`config.mk`:
```
export PLATFORM = sky130hd
export DESIGN_NAME = dram_wr_arbiter
export DESIGN_NICKNAME = d
export VERILOG_FILES = /design/src/rtl/dram_wr_arbiter.sv
export SDC_FILE = /design/constraint.sdc
export NUM_CORES = 1
export LEC_CHECK = 0
export ABC_AREA = 1
export BUFFER_PORTS_ARGS = -buffer_cell sky130_fd_sc_hd__buf_2
export CORE_MARGIN = 3
export CORE_UTILIZATION = 46
export CTS_CLUSTER_DIAMETER = 150
export DETAILED_ROUTE_END_ITERATION = 8
export PLACE_DENSITY = 0.8
export RECOVER_POWER = 25
export SLEW_MARGIN = 5
export SYNTH_ARGS = -nofsm -noshare
export SYNTH_HDL_FRONTEND = slang
export SYNTH_SLANG_ARGS = --single-unit
```
`constraint.sdc`:
```
create_clock -name clk -period 3.18 [get_ports clk]
set_input_delay 0 -clock clk [delete_from_list [all_inputs] [get_ports clk]]
set_output_delay 0 -clock clk [all_outputs]
set_load 0.03 [all_outputs]
```
`src/rtl/dram_wr_arbiter.sv`:
```
// dram_wr_arbiter: round-robin sharing of one DRAM write port between two burst requesters
// Ports:
//   clk, rst                          clock, asynchronous active-high reset
//   reqN_valid/reqN_cmd/reqN_ack      burst command {len, addr}, ack pulse on completion or reject
//   reqN_wdata/reqN_wvalid/reqN_wready burst data words {strb, data}
//   wr_full                           downstream data FIFO full
//   data_in/data_we                   data FIFO push (registered, one cycle after handshake)
//   ctrl_in/ctrl_we                   command FIFO push, one cycle after the last data push
//   cmd_err                           pulses with ack when the granted length was illegal
//   grant                             one-hot current owner, 0 when idle
module dram_wr_arbiter #(
    parameter int ADDR_WIDTH = 32,
    parameter int LEN_WIDTH  = 8,
    parameter int MAX_BURST  = 64
) (
    input  logic                            clk,
    input  logic                            rst,
    input  logic                            req0_valid,
    input  logic [LEN_WIDTH+ADDR_WIDTH-1:0] req0_cmd,
    output logic                            req0_ack,
    input  logic [35:0]                     req0_wdata,
    input  logic                            req0_wvalid,
    output logic                            req0_wready,
    input  logic                            req1_valid,
    input  logic [LEN_WIDTH+ADDR_WIDTH-1:0] req1_cmd,
    output logic                            req1_ack,
    input  logic [35:0]                     req1_wdata,
    input  logic                            req1_wvalid,
    output logic                            req1_wready,
    input  logic                            wr_full,
    output logic [35:0]                     data_in,
    output logic                            data_we,
    output logic [LEN_WIDTH+ADDR_WIDTH-1:0] ctrl_in,
    output logic                            ctrl_we,
    output logic                            cmd_err,
    output logic [1:0]                      grant
);
    localparam int CW = LEN_WIDTH + ADDR_WIDTH;
    typedef enum logic [1:0] {S_IDLE, S_DATA, S_CTRL} state_t;
    state_t                state_q, state_d;
    logic [1:0]            grant_q, grant_d, ack_q, ack_d;
    logic                  ptr_q, ptr_d, len_ok_q, len_ok_d, err_q, err_d;
    logic                  data_we_q, data_we_d, ctrl_we_q, ctrl_we_d;
    logic [LEN_WIDTH-1:0]  len_q, len_d;
    logic [ADDR_WIDTH-1:0] addr_q, addr_d;
    logic [LEN_WIDTH:0]    cnt_q, cnt_d;
    logic [35:0]           data_q, data_d;
    logic                  pick1, hs, last;
    logic [CW-1:0]         cmd_sel;
    logic [LEN_WIDTH-1:0]  len_in;
    // ptr_q=1 means req1 wins a tie
    assign pick1       = req1_valid && (!req0_valid || ptr_q);
    assign cmd_sel     = pick1 ? req1_cmd : req0_cmd;
    assign len_in      = cmd_sel[CW-1:ADDR_WIDTH];
    assign req0_wready = state_q == S_DATA && len_ok_q && grant_q[0] && !wr_full;
    assign req1_wready = state_q == S_DATA && len_ok_q && grant_q[1] && !wr_full;
    assign hs          = (req0_wready && req0_wvalid) || (req1_wready && req1_wvalid);
    assign last        = cnt_q + (LEN_WIDTH+1)'(1) == {1'b0, len_q};
    assign req0_ack    = ack_q[0];
    assign req1_ack    = ack_q[1];
    assign cmd_err     = err_q;
    assign data_in     = data_q;
    assign data_we     = data_we_q;
    assign ctrl_in     = {len_q, addr_q};
    assign ctrl_we     = ctrl_we_q;
    assign grant       = grant_q;
    always_comb begin
        state_d   = state_q;
        grant_d   = grant_q;
        ptr_d     = ptr_q;
        len_d     = len_q;
        addr_d    = addr_q;
        len_ok_d  = len_ok_q;
        cnt_d     = cnt_q;
        ack_d     = '0;
        err_d     = 1'b0;
        ctrl_we_d = 1'b0;
        data_we_d = hs;
        data_d    = hs ? (grant_q[1] ? req1_wdata : req0_wdata) : data_q;
        unique case (state_q)
            S_IDLE: begin
                // the ack cycle is skipped so the acked requester can drop valid first
                if ((req0_valid || req1_valid) && ack_q == '0) begin
                    state_d  = S_DATA;
                    grant_d  = pick1 ? 2'b10 : 2'b01;
                    len_d    = len_in;
                    addr_d   = cmd_sel[ADDR_WIDTH-1:0];
                    len_ok_d = len_in != '0 && int'(len_in) <= MAX_BURST;
                    cnt_d    = '0;
                end
            end
            S_DATA: begin
                if (!len_ok_q) begin
                    state_d = S_IDLE;
                    ack_d   = grant_q;
                    err_d   = 1'b1;
                    grant_d = '0;
                    ptr_d   = grant_q[0];
                end else if (hs) begin
                    cnt_d   = cnt_q + (LEN_WIDTH+1)'(1);
                    state_d = last ? S_CTRL : S_DATA;
                end
            end
            S_CTRL: begin
                state_d   = S_IDLE;
                ack_d     = grant_q;
                ctrl_we_d = 1'b1;
                grant_d   = '0;
                ptr_d     = grant_q[0];
            end
            default: state_d = S_IDLE;
        endcase
    end
    always_ff @(posedge clk or posedge rst) begin
        if (rst) begin
            state_q   <= S_IDLE;
            grant_q   <= '0;
            ptr_q     <= 1'b0;
            len_q     <= '0;
            addr_q    <= '0;
            len_ok_q  <= 1'b0;
            cnt_q     <= '0;
            ack_q     <= '0;
            err_q     <= 1'b0;
            ctrl_we_q <= 1'b0;
            data_we_q <= 1'b0;
            data_q    <= '0;
        end else begin
            state_q   <= state_d;
            grant_q   <= grant_d;
            ptr_q     <= ptr_d;
            len_q     <= len_d;
            addr_q    <= addr_d;
            len_ok_q  <= len_ok_d;
            cnt_q     <= cnt_d;
            ack_q     <= ack_d;
            err_q     <= err_d;
            ctrl_we_q <= ctrl_we_d;
            data_we_q <= data_we_d;
            data_q    <= data_d;
        end
    end
endmodule
```
==> results.sh <==
export IMPL_run_status="finished, violations left"
export IMPL_violations_in_the_final_reports="capacitance limit, slew limit"
export IMPL_full_die_area_sq_um=12000
export IMPL_number_of_nets_still_failing_antenna_checks_after_routing=0
export IMPL_wire_per_inst_microns=17.2
export IMPL_vias=5859
export IMPL_critical_path_peak_fanout=73
export IMPL_yosysWarningCount=0
export IMPL_max_freq_mhz=367
export IMPL_slew_hr_pct=-10.3
export IMPL_dp_hpwl_microns=10800
export IMPL_num_io_pins=244
export IMPL_drive_gt1_share_pct=29.1
export IMPL_final_worst_path_setup_slack_ps=456
export IMPL_post_route_drc_count=0
export IMPL_power_density_cell_area_nw_per_um2=955
export IMPL_period_share_pct=85.7
export IMPL_total_switching_power_w=0.00346
export IMPL_grt_overflow=0
export IMPL_timing_critical_path_to_type="flop"
export IMPL_async_reset_ff_share_pct=100
export IMPL_path_clk_slew_ps=110
export IMPL_maxCapViolations=1
export IMPL_synth_commonest_cells="200 x sky130_fd_sc_hd__nand2_1, 96 x sky130_fd_sc_hd__dfrtp_1, 51 x sky130_fd_sc_hd__nor2_1"
export IMPL_rows=37
export IMPL_critPathArrivalTime_ps=3030
export IMPL_synth_top_area_share_pct=48.5
export IMPL_core_area_sq_um=10400
export IMPL_setup_worst_path_class="flop to flop"
export IMPL_first_global_vias=6100
export IMPL_synth_xor_xnor_area_share_pct=0.354
export IMPL_synth_top_area_cell="sky130_fd_sc_hd__dfrtp_1"
export IMPL_hp_class="primary input to flop"
export IMPL_yosys_cell_count_top_type="sky130_fd_sc_hd__nand2_1"
export IMPL_clockBufferDepth=2
export IMPL_share_comb_of_total_power_pct=59.1
export IMPL_maximum_number_of_pins_on_one_net_before_global_route_repair=74
export IMPL_place_ws_ps=1100
export IMPL_postSynthCellCount=576
export IMPL_fin_worst_skew_ps=17.8
export IMPL_syn_area_sq_um=4950
export IMPL_clk_root_buffer_cell="sky130_fd_sc_hd__clkbuf_8"
export IMPL_cts_tree="done"
export IMPL_fin_nets=1111
export IMPL_syn_to_final_growth_pct=57.7
export IMPL_timing_max_transition_violations_final=36
export IMPL_final_wirelength_microns=18800
export IMPL_synth_fp_nets=740
export IMPL_synth_compound_gate_area_share_pct=20.8
export IMPL_viasPerCell=5.38
export IMPL_numCtsBuffers=9
export IMPL_sequential_cell_area_sq_um=2400
export IMPL_post_cts_setup_buffer_count=0
export IMPL_setup_viol=0
export IMPL_final_hold_viol_count=0
export IMPL_die_w_microns=110
export IMPL_share_seq_of_total_power_pct=28.9
export IMPL_place_gp_congestion=0.872
export IMPL_multiInputGateArea_sq_um=2230
export IMPL_cts_hold_fix_buffers=142
export IMPL_synth_cell_types=32
export IMPL_worstSkewPairLatency_ps=370
export IMPL_seq_area_frac_synth_pct=48.5
export IMPL_sinks_on_clock_net=96
export IMPL_timing_setup_tns_ps=0
export IMPL_power_total_w=0.00746
export IMPL_synth_edff_count=0
export IMPL_timing_critical_path_required_ps=3490
export IMPL_antenna_found_initial=0
export IMPL_synth_top_family_by_area="simple AND/OR/NAND/NOR gates"
export IMPL_synthMuxAreaShare_pct=0
export IMPL_crit_path_start_kind="flop"
export IMPL_leakage_power_nw=3.80
export IMPL_filler_cell_count=685
export IMPL_synthSimpleGateAreaFrac_pct=22.7
export IMPL_cts_resized=0
export IMPL_quantity_of_i_o_buffers_inserted_on_ports=243
export IMPL_yosys_most_used_dff="sky130_fd_sc_hd__dfrtp_1"
export IMPL_vdd_drop_max_mv=0.562
export IMPL_post_route_min_period_ps=2720
export IMPL_drt_pre_antenna_iters=5
export IMPL_all_layer_global_routing_usage_pct=30.9
export IMPL_rsz0062_at_grt="false"
export IMPL_slew_at_the_pin_closest_to_its_max_slew_limit_ps=1650
export IMPL_initialDrtViolationCount=381
export IMPL_final_area_sq_um=7810
export IMPL_power_switching_share_pct=46.4
export IMPL_post_dp_cell_area_sq_um=6210
export IMPL_grt_pass1_wl_microns=29000
export IMPL_initial_core_util_pct=47.5
export IMPL_post_synth_main_area_contributors="sky130_fd_sc_hd__dfrtp_1 49%, sky130_fd_sc_hd__nand2_1 15%, sky130_fd_sc_hd__a31oi_2 8.3%, sky130_fd_sc_hd__a2bb2oi_1 5.7%, sky130_fd_sc_hd__nor2_1 3.9%"
export IMPL_post_synth_cell_area_avg_sq_um=8.59
export IMPL_power_report_internal_total_w=0.00400
export IMPL_htree_levels=3
export IMPL_ys_seq_elements=96
export IMPL_power_share_clock_pct=12.1
export IMPL_die_height_microns=110
export IMPL_synthAdderAreaFrac_pct=1.26
area by class of cell:
| class | instances | share of cell area (%) |
|---|---|---|
| multi-input combinational | 416 | 28.6 |
| sequential | 96 | 30.8 |
| clock buffer | 9 | 1.59 |
| clock inverter | 7 | 1.22 |
| timing repair buffer | 392 | 34.1 |
| antenna | 1 | 0.0321 |
| inverter | 32 | 1.55 |
| tap | 136 | 2.18 |
state kept, by name, summed over array words and instances (netlist names):
signal    cells
ptr_q         1
data_in      36
data_we       1
cnt_q         9
cmd_err       1
state_q       2
len_ok_q      1
addr_q       32
ctrl_we       1
ack_q         2
grant         2
len_q         8
critical path, cell delays in order (launching register included):
cell and delay (ps):
sky130_fd_sc_hd__dfrtp_1 420, sky130_fd_sc_hd__inv_1 110, sky130_fd_sc_hd__ha_1 260, sky130_fd_sc_hd__nand2_2 140, sky130_fd_sc_hd__nor3_1 250, sky130_fd_sc_hd__nand2_1 100
sky130_fd_sc_hd__nand2_2 140, sky130_fd_sc_hd__buf_12 350, sky130_fd_sc_hd__nor2_1 110, sky130_fd_sc_hd__a31oi_2 160, sky130_fd_sc_hd__dlygate4sd3_1 610
cell families (layout without fill, tap and decap cells):
| kind of cell | count (synthesis) | after routing |
|---|---|---|
| simple gates | 283 | 283 |
| compound gates | 126 | 126 |
| fa+ha+maj | 5 | 5 |
| flops | 96 | 96 |
| other cells | 0 | 1 |
| xor+xnor | 2 | 2 |
| buf+inv | 64 | 440 |
layout by cell type, fill, tap and decap left out, types with 2 or more instances in the layout:
| cell type | n |
|---|---|
| sky130_fd_sc_hd__buf_2 | 208 |
| sky130_fd_sc_hd__nand2_1 | 200 |
| sky130_fd_sc_hd__dlygate4sd3_1 | 142 |
| sky130_fd_sc_hd__dfrtp_1 | 96 |
| sky130_fd_sc_hd__nor2_1 | 51 |
| sky130_fd_sc_hd__clkbuf_1 | 35 |
| sky130_fd_sc_hd__a21oi_1 | 34 |
| sky130_fd_sc_hd__a31oi_2 | 33 |
| sky130_fd_sc_hd__a2bb2oi_1 | 32 |
| sky130_fd_sc_hd__inv_1 | 28 |
| sky130_fd_sc_hd__nand3_1 | 20 |
| sky130_fd_sc_hd__o21ai_0 | 17 |
| sky130_fd_sc_hd__clkbuf_8 | 9 |
| sky130_fd_sc_hd__buf_4 | 6 |
| sky130_fd_sc_hd__ha_1 | 5 |
| sky130_fd_sc_hd__inv_2 | 3 |
| sky130_fd_sc_hd__a31oi_1 | 3 |
| sky130_fd_sc_hd__nand3b_1 | 3 |
| sky130_fd_sc_hd__nand2_2 | 2 |
| sky130_fd_sc_hd__nor3_1 | 2 |
| sky130_fd_sc_hd__o21ai_2 | 2 |
| sky130_fd_sc_hd__or2_2 | 2 |
| sky130_fd_sc_hd__o31ai_1 | 2 |
| sky130_fd_sc_hd__bufinv_16 | 2 |
| sky130_fd_sc_hd__clkinv_2 | 2 |
final timing paths:
kind                         startpoint  cells after the start    endpoint  slack (ps)
min in group asynchronous           rst                      3  data_in[6]         610
min                        req1_cmd[34]                      3    len_q[2]          20
max                          state_q[1]                     10  data_in[5]         460
max in group asynchronous           rst                      4    cnt_q[6]        1420
max reg2reg                  state_q[1]                     10  data_in[5]         460
min reg2reg                       ptr_q                      2       ptr_q         500
per-stage QoR:
step	util [%]	std cells	hold WS, ps
final	74.9	1089	16.4
after global routing	74.9	1088	31.9
after CTS	75.4	1088	2.42
after detailed placement	59.6	930	48.5
after global placement	59.6	930	41.6
after floorplan	-	576	130
metal layers:
layer  track usage (%)  wire length [microns]  vias up
met5                 0                      0        -
met4              19.3                   1060        0
met3              6.52                   1310      105
met2              53.8                   9720      352
met1              34.4                   6690     2748
li1                  -                      -     2654
power by group through the flow:
| stage | logic, W | registers [W] | clock network, W |
|---|---|---|---|
| after floorplan | 0.00155 | 0.00307 | 0 |
| after global placement | 0.00345 | 0.00211 | 0 |
| after detailed placement | 0.00355 | 0.00212 | 0 |
| after CTS | 0.00434 | 0.00211 | 0.000905 |
| after global routing | 0.00471 | 0.00221 | 0.000970 |
| final | 0.00440 | 0.00215 | 0.000900 |
Note: power is estimated with default switching activity, not from simulation.
